==> src/rtl/cdb_arbiter.sv <==
// Common Data Bus arbiter for the Tomasulo core.
// Two one-entry holding buffers (adder, multiplier) feed a single registered
// CDB broadcast. The grant goes round-robin between the buffers.
// Handshake: a result moves into a holding buffer on any rising clock edge
// where valid and ready are both high. The source must keep tag and data
// stable while valid=1 and ready=0.
// Optional feature macro: CDB_STATS_EN builds the broadcast and conflict
// counters. When the macro is undefined, both counter ports read 0.
module cdb_arbiter #(
  parameter int DATA_W = 9,
  parameter int TAG_W  = 3,
  parameter int CNT_W  = 8
) (
  input  logic              clock,
  input  logic              reset,
  input  logic              flush,
  input  logic              add_valid,
  input  logic [TAG_W-1:0]  add_tag,
  input  logic [DATA_W-1:0] add_data,
  output logic              add_ready,
  input  logic              mul_valid,
  input  logic [TAG_W-1:0]  mul_tag,
  input  logic [DATA_W-1:0] mul_data,
  output logic              mul_ready,
  output logic              cdb_valid,
  output logic [TAG_W-1:0]  cdb_tag,
  output logic [DATA_W-1:0] cdb_data,
  output logic              cdb_src,
  output logic              cdb_err,
  output logic [CNT_W-1:0]  cnt_bcast,
  output logic [CNT_W-1:0]  cnt_conflict
);

  logic              hold_add_v_q, hold_add_v_d;
  logic [TAG_W-1:0]  hold_add_tag_q, hold_add_tag_d;
  logic [DATA_W-1:0] hold_add_data_q, hold_add_data_d;
  logic              hold_mul_v_q, hold_mul_v_d;
  logic [TAG_W-1:0]  hold_mul_tag_q, hold_mul_tag_d;
  logic [DATA_W-1:0] hold_mul_data_q, hold_mul_data_d;
  logic              prio_q, prio_d;
  logic              cdb_valid_q, cdb_valid_d;
  logic [TAG_W-1:0]  cdb_tag_q, cdb_tag_d;
  logic [DATA_W-1:0] cdb_data_q, cdb_data_d;
  logic              cdb_src_q, cdb_src_d;
  logic              cdb_err_q, cdb_err_d;

  logic grant_add, grant_mul;
  logic add_xfer, mul_xfer;

  // Grant selection: a single pending buffer wins, and prio breaks a tie. Flush blocks every grant.
  always_comb begin
    grant_add = 1'b0;
    grant_mul = 1'b0;
    if (!flush) begin
      if (hold_add_v_q && hold_mul_v_q) begin
        grant_add = !prio_q;
        grant_mul = prio_q;
      end else begin
        grant_add = hold_add_v_q;
        grant_mul = hold_mul_v_q;
      end
    end
  end

  // A buffer accepts a new result when it is empty or when it drains on this edge.
  assign add_ready = !flush && (!hold_add_v_q || grant_add);
  assign mul_ready = !flush && (!hold_mul_v_q || grant_mul);
  assign add_xfer  = add_valid && add_ready;
  assign mul_xfer  = mul_valid && mul_ready;

  // Next-state logic for the buffers, the round-robin pointer, the CDB registers and the error flag.
  always_comb begin
    hold_add_v_d    = hold_add_v_q;
    hold_add_tag_d  = hold_add_tag_q;
    hold_add_data_d = hold_add_data_q;
    hold_mul_v_d    = hold_mul_v_q;
    hold_mul_tag_d  = hold_mul_tag_q;
    hold_mul_data_d = hold_mul_data_q;
    prio_d          = prio_q;
    cdb_valid_d     = grant_add || grant_mul;
    cdb_tag_d       = cdb_tag_q;
    cdb_data_d      = cdb_data_q;
    cdb_src_d       = cdb_src_q;
    cdb_err_d       = cdb_err_q
                      || (add_xfer && (add_tag == '0))
                      || (mul_xfer && (mul_tag == '0));

    if (flush) begin
      hold_add_v_d = 1'b0;
      hold_mul_v_d = 1'b0;
    end else begin
      if (grant_add) hold_add_v_d = 1'b0;
      if (grant_mul) hold_mul_v_d = 1'b0;
      // A tag-0 result is accepted but dropped, so the buffer stays empty.
      if (add_xfer) begin
        hold_add_v_d    = (add_tag != '0);
        hold_add_tag_d  = add_tag;
        hold_add_data_d = add_data;
      end
      if (mul_xfer) begin
        hold_mul_v_d    = (mul_tag != '0);
        hold_mul_tag_d  = mul_tag;
        hold_mul_data_d = mul_data;
      end
    end

    if (grant_add) begin
      prio_d     = 1'b1;
      cdb_tag_d  = hold_add_tag_q;
      cdb_data_d = hold_add_data_q;
      cdb_src_d  = 1'b0;
    end else if (grant_mul) begin
      prio_d     = 1'b0;
      cdb_tag_d  = hold_mul_tag_q;
      cdb_data_d = hold_mul_data_q;
      cdb_src_d  = 1'b1;
    end
  end

  // State registers with a synchronous reset. Reset overrides flush.
  always_ff @(posedge clock) begin
    if (reset) begin
      hold_add_v_q    <= 1'b0;
      hold_add_tag_q  <= '0;
      hold_add_data_q <= '0;
      hold_mul_v_q    <= 1'b0;
      hold_mul_tag_q  <= '0;
      hold_mul_data_q <= '0;
      prio_q          <= 1'b0;
      cdb_valid_q     <= 1'b0;
      cdb_tag_q       <= '0;
      cdb_data_q      <= '0;
      cdb_src_q       <= 1'b0;
      cdb_err_q       <= 1'b0;
    end else begin
      hold_add_v_q    <= hold_add_v_d;
      hold_add_tag_q  <= hold_add_tag_d;
      hold_add_data_q <= hold_add_data_d;
      hold_mul_v_q    <= hold_mul_v_d;
      hold_mul_tag_q  <= hold_mul_tag_d;
      hold_mul_data_q <= hold_mul_data_d;
      prio_q          <= prio_d;
      cdb_valid_q     <= cdb_valid_d;
      cdb_tag_q       <= cdb_tag_d;
      cdb_data_q      <= cdb_data_d;
      cdb_src_q       <= cdb_src_d;
      cdb_err_q       <= cdb_err_d;
    end
  end

  assign cdb_valid = cdb_valid_q;
  assign cdb_tag   = cdb_tag_q;
  assign cdb_data  = cdb_data_q;
  assign cdb_src   = cdb_src_q;
  assign cdb_err   = cdb_err_q;

`ifdef CDB_STATS_EN
  logic [CNT_W-1:0] cnt_bcast_q, cnt_bcast_d;
  logic [CNT_W-1:0] cnt_conflict_q, cnt_conflict_d;
  logic             conflict;

  assign conflict = hold_add_v_q && hold_mul_v_q && !flush;

  // Saturating counters: one counts broadcasts, the other counts cycles where both buffers are pending.
  always_comb begin
    cnt_bcast_d    = cnt_bcast_q;
    cnt_conflict_d = cnt_conflict_q;
    if (cdb_valid_d && (cnt_bcast_q != {CNT_W{1'b1}}))
      cnt_bcast_d = cnt_bcast_q + 1'b1;
    if (conflict && (cnt_conflict_q != {CNT_W{1'b1}}))
      cnt_conflict_d = cnt_conflict_q + 1'b1;
  end

  // Counter registers. Flush does not change them.
  always_ff @(posedge clock) begin
    if (reset) begin
      cnt_bcast_q    <= '0;
      cnt_conflict_q <= '0;
    end else begin
      cnt_bcast_q    <= cnt_bcast_d;
      cnt_conflict_q <= cnt_conflict_d;
    end
  end

  assign cnt_bcast    = cnt_bcast_q;
  assign cnt_conflict = cnt_conflict_q;
`else
  assign cnt_bcast    = '0;
  assign cnt_conflict = '0;
`endif

endmodule

==> config.mk <==
export PLATFORM = sky130hd
export DESIGN_NAME = cdb_arbiter
export DESIGN_NICKNAME = d
export VERILOG_FILES = /design/src/rtl/cdb_arbiter.sv
export SDC_FILE = /design/constraint.sdc
export NUM_CORES = 1
export LEC_CHECK = 0
export BUFFER_PORTS_ARGS = -buffer_cell sky130_fd_sc_hd__clkbuf_2
export CAP_MARGIN = 30
export CORE_ASPECT_RATIO = 1.5
export CORE_MARGIN = 2
export CORE_UTILIZATION = 54
export DETAILED_ROUTE_END_ITERATION = 10
export GPL_TIMING_DRIVEN = 0
export PLACE_DENSITY = 0.85
export REMOVE_ABC_BUFFERS = 1
export SLEW_MARGIN = 25
export SYNTH_ARGS = -nofsm -noshare
export SYNTH_HDL_FRONTEND = slang
export SYNTH_SLANG_ARGS = --single-unit
==> constraint.sdc <==
create_clock -name clock -period 3.65 [get_ports clock]
set_input_delay 0 -clock clock [delete_from_list [all_inputs] [get_ports clock]]
set_output_delay 0 -clock clock [all_outputs]
set_load 0.03 [all_outputs]
**Word level (Yosys, flattened, before mapping)**

Index checks and enable logic that the tools add are counted.

- Word-level logic and storage cells: 53
- Flip-flop bits (word level): 42

- Mux-type cells: 13
- Reductions and logical operators: 27
- Bitwise logic cells: 1

Operator list:

| cell | number |
|---|---|
| 9-bit two-way mux | 2 |
| 1-bit two-way mux | 9 |
| 1-bit logical AND | 7 |
| 3-bit zero test | 2 |
| 3-bit two-way mux | 2 |
| 2-bit nonzero test | 3 |
| 3-bit nonzero test | 2 |
| 1-bit logical OR | 5 |
| 1-bit zero test | 4 |
| 2-bit AND reduction | 2 |
| 2-bit OR reduction | 2 |
| 1-bit inverter | 1 |

**Logic depth before layout (Yosys ltp)**

Gate-level depths: netlist of the first run.

- Word-level depth: 9
- Mapped depth: 6

**Least setup slack after synthesis of the first run**

Ideal clock, no wire load.

- Path kind: register to output
- Start: register prio_q
- End: output port mul_ready
- Data required time: 3.650 ns
- Data arrival time: 1.272 ns
- Cell stages (with the launch flop): 4
- Buffers on the path: 1
- Path slack: 2.378 ns
- Cells stage by stage: dfxtp_1 and2b_2 clkbuf_2 a21oi_1

- Word-level cells in the longest chain between the ends: 4

RTL lines:

| item | RTL line | RTL |
|---|---|---|
| from (decl) | 40 | `logic prio_q, prio_d;` |
| from (signal assigned) | 142 | `prio_q <= prio_d;` |
| 1-bit two-way mux | 55 | `if (hold_add_v_q && hold_mul_v_q) begin` |
| 1-bit two-way mux | 54 | `if (!flush) begin` |
| 1-bit logical OR | 67 | `assign mul_ready = !flush && (!hold_mul_v_q \|\| grant_mul);` |
| 1-bit logical AND | 67 |  |
| to (decl) | 24 | `output logic mul_ready,` |

No other way between the ends.

**Final worst setup path of the first run**

- Start: register hold_add_v_q
- End: output port add_ready

- Word-level cells in the longest chain between the ends: 5
- Elaborated cells between the ends (all ways): 6
- Classes of those cells: mux (2); reduce/logical (4)

RTL lines:

| item | RTL line | RTL |
|---|---|---|
| from (decl) | 34 | `logic hold_add_v_q, hold_add_v_d;` |
| from (signal assigned) | 136 | `hold_add_v_q <= hold_add_v_d;` |
| 1-bit logical AND | 55 |  |
| 1-bit two-way mux | 55 |  |
| 1-bit two-way mux | 54 |  |
| 1-bit logical OR (*) | 66 | `assign add_ready = !flush && (!hold_add_v_q \|\| grant_add);` |
| 1-bit logical AND (*) | 66 |  |
| to (decl) | 20 | `output logic add_ready,` |

Every way passes the cells marked *; elsewhere a longest branch is shown, timed or not.

==> results of run 1 <==
-- synthesized netlist by cell type, types with 2 or more instances --
| cell type | count | area share, % |
|---|---|---|
| nand3_1 | 37 | 9.6 |
| buf_1 | 3 | 0.58 |
| nor3_1 | 15 | 3.9 |
| buf_6 | 2 | 1.2 |
| inv_1 | 2 | 0.39 |
| buf_4 | 17 | 6.6 |
| clkbuf_1 | 9 | 1.7 |
| buf_2 | 3 | 0.78 |
| clkbuf_2 | 3 | 0.78 |
| dfxtp_1 | 42 | 44 |
| nor2_1 | 2 | 0.39 |
| nand2_1 | 2 | 0.39 |
| nand2b_1 | 4 | 1.3 |
| and2b_2 | 2 | 0.91 |
| a311oi_1 | 12 | 5.4 |
| o21ai_0 | 37 | 9.6 |
| a21oi_1 | 28 | 7.3 |
-- stage by stage --
step	hold WS, ns	util, %	std cells
after floorplan	0.0646	-	211
after global placement	0.239	59.7	298
after detailed placement	0.241	59.7	298
after CTS	0.00823	69.7	331
after global routing	0.0143	69.7	331
final	0.0118	69.7	331
-- power by group through the flow --
stage | Clock (mW) | Sequential [mW] | Combinational [mW]
after floorplan | 0 | 0.503 | 0.0620
after global placement | 0 | 0.496 | 0.109
after detailed placement | 0 | 0.497 | 0.111
after CTS | 0.309 | 0.486 | 0.132
after global routing | 0.324 | 0.488 | 0.145
final | 0.305 | 0.486 | 0.132
-- cell families (layout without fill, tap and decap cells) --
kind of cell | Yosys count | after routing
compound gates | 81 | 81
simple gates | 69 | 69
flops | 42 | 42
buf+inv | 39 | 80
other cells | 1 | 16
mux | 1 | 1
-- cells in the final DEF (no fill, tap or decap) --
cell and instances:
nor2b_1 1, or2_4 1, mux2_2 1, inv_1 2, a211oi_2 1, nand3b_1 1
clkbuf_2 45, nor3_1 15, conb_1 16, clkbuf_1 1, a31o_1 1, and3b_2 1
nor2_1 2, or3_1 1, o21ai_0 37, and2b_2 2, a31oi_1 1, a311oi_1 12
nand3_1 37, dfxtp_1 42, clkinv_2 1, nand2b_4 1, and2_1 1, clkbuf_8 6
dlygate4sd3_1 25, a211oi_1 1, nand2_1 2, a21oi_1 28, nand2b_1 4
-- layout make-up --
cell class / count / area (µm²) / share of cell area, %
flip-flops and latches: 42 / 841 / 35.3
multi-input cells: 167 / 913 / 38.4
repair buffers: 70 / 475 / 20.0
well taps: 42 / 52.6 / 2.21
inverters: 2 / 7.51 / 0.315
clock inverters: 1 / 5.00 / 0.210
clock buffers: 7 / 86.3 / 3.63
-- layer usage --
layer	share of wire, %	GRT usage (%)	up-vias
met2	53	40.4	54
li1	-	-	921
met5	0	0	-
met3	4.1	4.67	5
met1	41	25.4	861
met4	1.8	10.3	0
-- state kept, by name (all words and copies together), names as in the netlist --
| name | count |
|---|---|
| prio_q | 1 |
| hold_add_v_q | 1 |
| hold_add_tag_q | 3 |
| cdb_err | 1 |
| hold_add_data_q | 9 |
| cdb_valid | 1 |
| hold_mul_tag_q | 3 |
| cdb_src | 1 |
| hold_mul_v_q | 1 |
| hold_mul_data_q | 9 |
| cdb_data | 9 |
| cdb_tag | 3 |
-- worst max path at each step --
| stage | start | end | cells after the start |
|---|---|---|---|
| CTS | hold_add_v_q | add_ready | 3 |
| global placement | hold_add_v_q | cdb_err | 4 |
| finish | hold_add_v_q | add_ready | 3 |
| detailed placement | hold_add_v_q | cdb_err | 4 |
| floorplan | hold_add_v_q | hold_add_data_q[0] | 4 |
| global route | hold_add_v_q | add_ready | 3 |
-- timing repair --
item	CTS	global route
hold buffers	25	0
endpoints found under the hold margin	25	0
buffers inserted	0	0
endpoints found under the setup margin	0	0
==> reports/metrics.yaml, run 1 <==
yosys_warnings: 0
mux_cell_area_share_after_synthesis_pct: 0.583
synthesis.area_mm2: 0.00193
via_per_inst: 5.56
syn_inst: 233
fp.dieH_um: 77.2
fin_setup_tns_ns: 0
timing.max_cap.violations: 0
class_of_the_most_critical_setup_path: "flop to output pin"
worstPathBufferInverterCount: 2
grt_usage_pct: 23.0
yosys.area_share.simple_pct: 19.5
worst_hold_path.endpoint: "hold_add_v_q"
antenna_found_initial: 0
min-delay-path-class: "primary input to flop"
fmaxAchievable_mhz: 556
cp_max_fo: 15
worst_clock_skew_ns: 0.00427
worstMarginPinSlew_ns: 0.830
n_fill_cell: 305
grt_overflow: 0
synth.lib_cells_used.distinct: 30
cts.root.buffer_cell: "clkbuf_8"
route.antenna.remaining_nets: 0
finalMaxSlewViolations: 0
top_level_ports: 62
grt_max_degree: 43
num_rows: 26
switching_share_pct: 26.5
start_util_pct: 56.5
setup_repair_after_global_routing_missed_its_margin: "false"
areaGrowthSynthToFinish_pct: 23.3
power.combinational.fraction_pct: 14.3
p_per_area_mw_per_mm2: 388
clkTransAtPathRegs_ns: 0.07
tritoncts: "built"
period_share_pct: 49.3
total_power_mw: 0.924
critical_path_startpoint_category: "flop"
cp.required_ns: 3.65
status: "completed"
net_switching_power_mw: 0.245
postCtsResizedCells: 0
critPathTopFamily: "buffers and inverters"
die_area_mm2: 0.00408
r2r_end: "cdb_err"
p_int_mw: 0.679
dominant_combinational_cell_family_by_area_after_synthesis: "compound AO/OA/AOI/OAI gates"
vias_post_dr: 1841
arrival_ns: 1.80
vias_in_the_first_global_route: 1710
ys_dominant_reg_cell: "dfxtp_1"
worstPathCellList: "a31o_1 -> inv_1 -> clkbuf_2"
detail_route.wirelength_mm: 4.34
synth.yosys.seq_area_share_pct: 43.6
post-route-worst-setup-slack_ns: 1.85
finalWeightedCongestion: 0.754
post_synth_edffs: 0
nNetsFinal: 317
largest_stage_delay_on_the_critical_path_ns: 0.48
final_hold_viol_count: 0
io_buffers: 45
detailedRoute.firstPassIterationCount: 4
final_period_minus_worst_setup_slack_ns: 1.80
cts_made_buffers: 5
worstReg2RegStart: "hold_add_v_q"
end_kind: "output pin"
cts_num_sinks: 42
synth-adder-area-share_pct: 0
grt_pass1_wl_mm: 7.20
post_synth_xor_area_fraction_pct: 0
critical-path-slowest-cell: "dfxtp_1"
synth_area_per_cell_um2: 8.29
place_hpwl_mm: 2.95
die_x_extent_um: 52.8
drt_iter0_markers: 44
post_route_cells_drive_above_1_share_pct: 20.4
timing.hold.worst.start: "flush"
power_frac_clock_pct: 33.1
complex_gate_fraction_of_the_synthesized_area_pct: 24.1
synth_seq_cells: 42
rrSetupSlack_ns: 1.99
place_worst_setup_slack_ns: 2.00
min_path_cells: 2
cells_on_worst_reg2reg_path: 4
detail_route.wl_per_cell_um: 13.1
setup_viol: 0
final_area_mm2: 0.00238
antenna-diode-count: 0
max-clock-path-buffers: 2
clock_latency_ns: 0.29
cts.htree.levels: 2
power_frac_seq_pct: 52.7
maxSlewHeadroom_pct: 44.7
drc: 0
design.core.area_mm2: 0.00342
power.static_leakage_nw: 0.921
asyncSetResetFlopFracSynth_pct: 0
dpl_cell_area_mm2: 0.00204
peakVddDrop_mv: 0.313
Note: power is estimated with default switching activity, not from simulation.
==> inputs of run 2 (changes only) <==
--- a/config.mk
+++ b/config.mk
@@ -9,10 +9,10 @@
 export CAP_MARGIN = 30
 export CORE_ASPECT_RATIO = 1.5
 export CORE_MARGIN = 2
-export CORE_UTILIZATION = 54
+export CORE_UTILIZATION = 50
 export DETAILED_ROUTE_END_ITERATION = 10
 export GPL_TIMING_DRIVEN = 0
-export PLACE_DENSITY = 0.85
+export PLACE_DENSITY = 0.8
 export REMOVE_ABC_BUFFERS = 1
 export SLEW_MARGIN = 25
 export SYNTH_ARGS = -nofsm -noshare
==> constraint.sdc (replaced) <==
create_clock -name clock -period 1.7 [get_ports clock]
set_input_delay 0 -clock clock [delete_from_list [all_inputs] [get_ports clock]]
set_output_delay 0 -clock clock [all_outputs]
set_load 0.03 [all_outputs]
==> run 2 against run 1 <==
  * Clock power grew 140%
  * Design area grew 1.5%
  * Sequential power grew 110%
  * Core utilization shrank 4.1 points
  * Clock skew grew 0.0031 ns
  * Via count shrank 1.6%
  * First-iteration DRC count shrank 16%
  * Largest cell class unchanged
==> reports/metrics.yaml, run 2 (synthesis gave the netlist of run 1 again) <==
power.static_leakage_nw: 0.930
place_worst_setup_slack_ns: 0.0520
power_frac_seq_pct: 50.3
drt-met1-wl_mm: 1.73
crit_cells: 5
vias_post_dr: 1811
cp_max_fo: 15
num_rows: 27
layout.cells.most_common: "clkbuf_2"
class_of_the_most_critical_setup_path: "flop to flop"
place_hpwl_mm: 2.99
die_x_extent_um: 54.7
start_util_pct: 52.4
fmaxAchievable_mhz: 649
cts.root.buffer_cell: "clkbuf_8"
critical-path-slowest-cell: "dfxtp_1"
timing.max_cap.violations: 0
post_route_cells_drive_above_1_share_pct: 21.3
power_frac_clock_pct: 35.9
design.core.area_mm2: 0.00368
period_share_pct: 90.7
grt_max_degree: 43
status: "completed"
max-clock-path-buffers: 2
grt_usage_pct: 21.3
switching_share_pct: 24.3
setup_repair_after_global_routing_missed_its_margin: "false"
highest-signal-layer: "met4"
worstReg2RegStart: "hold_add_v_q"
arrival_ns: 1.68
cts.htree.levels: 2
post-route-worst-setup-slack_ns: 0.158
vias_in_the_first_global_route: 1637
p_per_area_mw_per_mm2: 860
die_area_mm2: 0.00438
met3_length_um: 202
nNetsFinal: 319
detail_route.wirelength_mm: 4.19
grt_overflow: 0
worstPathBufferInverterCount: 2
critPathTopFamily: "flip-flops"
drt_iter0_markers: 37
setup.worst_path.end: "cdb_err"
end_kind: "flop"
mostFrequentLayoutCells: "45 x clkbuf_2, 42 x dfxtp_1, 37 x nand3_1, 37 x o21ai_0, 28 x a21oi_1"
grt_pass1_wl_mm: 7.05
cells_on_worst_reg2reg_path: 5
cts_num_sinks: 42
cp.required_ns: 1.84
antenna-diode-count: 0
areaGrowthSynthToFinish_pct: 25.1
power.combinational.fraction_pct: 13.8
top_level_ports: 62
final_hold_viol_count: 0
worstMarginPinSlew_ns: 0.845
finalWeightedCongestion: 0.743
via_per_inst: 5.42
critical_path_startpoint_category: "flop"
routed-wl-met2_mm: 2.22
route.antenna.remaining_nets: 0
cts_made_buffers: 5
net_switching_power_mw: 0.505
final_period_minus_worst_setup_slack_ns: 1.54
finalMaxSlewViolations: 0
detail_route.wl_per_cell_um: 12.6
fin_setup_tns_ns: 0
maxSlewHeadroom_pct: 43.6
worst_clock_skew_ns: 0.00735
fp.dieH_um: 80.1
detailedRoute.firstPassIterationCount: 4
largest_stage_delay_on_the_critical_path_ns: 0.49
tritoncts: "built"
clock_latency_ns: 0.28
r2r_end: "cdb_err"
drc: 0
setup_viol: 0
rrSetupSlack_ns: 0.16
worstPathCellList: "a31o_2 -> clkinvlp_4 -> buf_4 -> nand3_1 -> a21oi_1"
peakVddDrop_mv: 0.793
critPathLaunch: "hold_add_v_q"
clkTransAtPathRegs_ns: 0.07
antenna_found_initial: 0
p_int_mw: 1.57
io_buffers: 45
min-delay-path-class: "primary input to flop"
-- run 2: timing repair --
item / 4_1_cts / 5_1_grt
setup buffers: 0 / 2
gates resized for setup: 1 / 1
endpoints found under the hold margin: 25 / 0
setup endpoints to repair: 1 / 1
hold buffers: 25 / 0
pin swaps: 0 / 0
-- run 2: worst min-delay path by stage --
stage                    endpoint  slack [ns]        start  cells after the start
2_1_floorplan        hold_add_v_q        0.06        reset                      1
3_3_place_gp   hold_mul_data_q[2]        0.24  mul_data[2]                      3
3_5_place_dp   hold_mul_data_q[1]        0.24  mul_data[1]                      3
4_1_cts              hold_add_v_q        0.01        flush                      2
5_1_grt              hold_add_v_q        0.02        flush                      2
6_report             hold_add_v_q        0.02        flush                      2
-- run 2: cell type report --
class                      count  area [µm²]
fill                         347        1270
multi-input combinational    167         913
tap                           43        53.8
sequential                    42         841
timing repair buffer          72         490
clock buffer                   7        76.3
clock inverter                 1        30.0
inverter                       2        11.3
-- run 2: metal layers --
metal	global-route usage [%]	up-vias
li1	-	927
met1	25.0	832
met2	36.3	50
met3	4.65	2
met4	8.00	0
met5	0	-
-- run 2: worst register-to-register path, cell delays in order (launching register included) --
cell and delay [ns]:
dfxtp_1 0.49, a31o_2 0.39, clkinvlp_4 0.16, buf_4 0.18, nand3_1 0.11, a21oi_1 0.07
-- run 2: metrics by stage --
stage	utilization [%]	total power [mW]	std cells	hold slack [ns]	area, µm²
floorplan	-	1.21	211	0.0646	1760
global placement	55.4	1.30	299	0.239	2040
detailed placement	55.4	1.30	299	0.241	2040
CTS	65.1	2.09	332	0.0133	2400
global route	65.6	2.18	334	0.0224	2420
finish	65.6	2.08	334	0.0214	2420
-- run 2: power by group through the flow --
stage,combinational (mW),clock [mW],sequential (mW)
2_1_floorplan,0.133,0,1.08
3_5_place_dp,0.237,0,1.07
5_1_grt,0.317,0.810,1.05
3_3_place_gp,0.235,0,1.07
6_report,0.288,0.746,1.04
4_1_cts,0.283,0.764,1.04
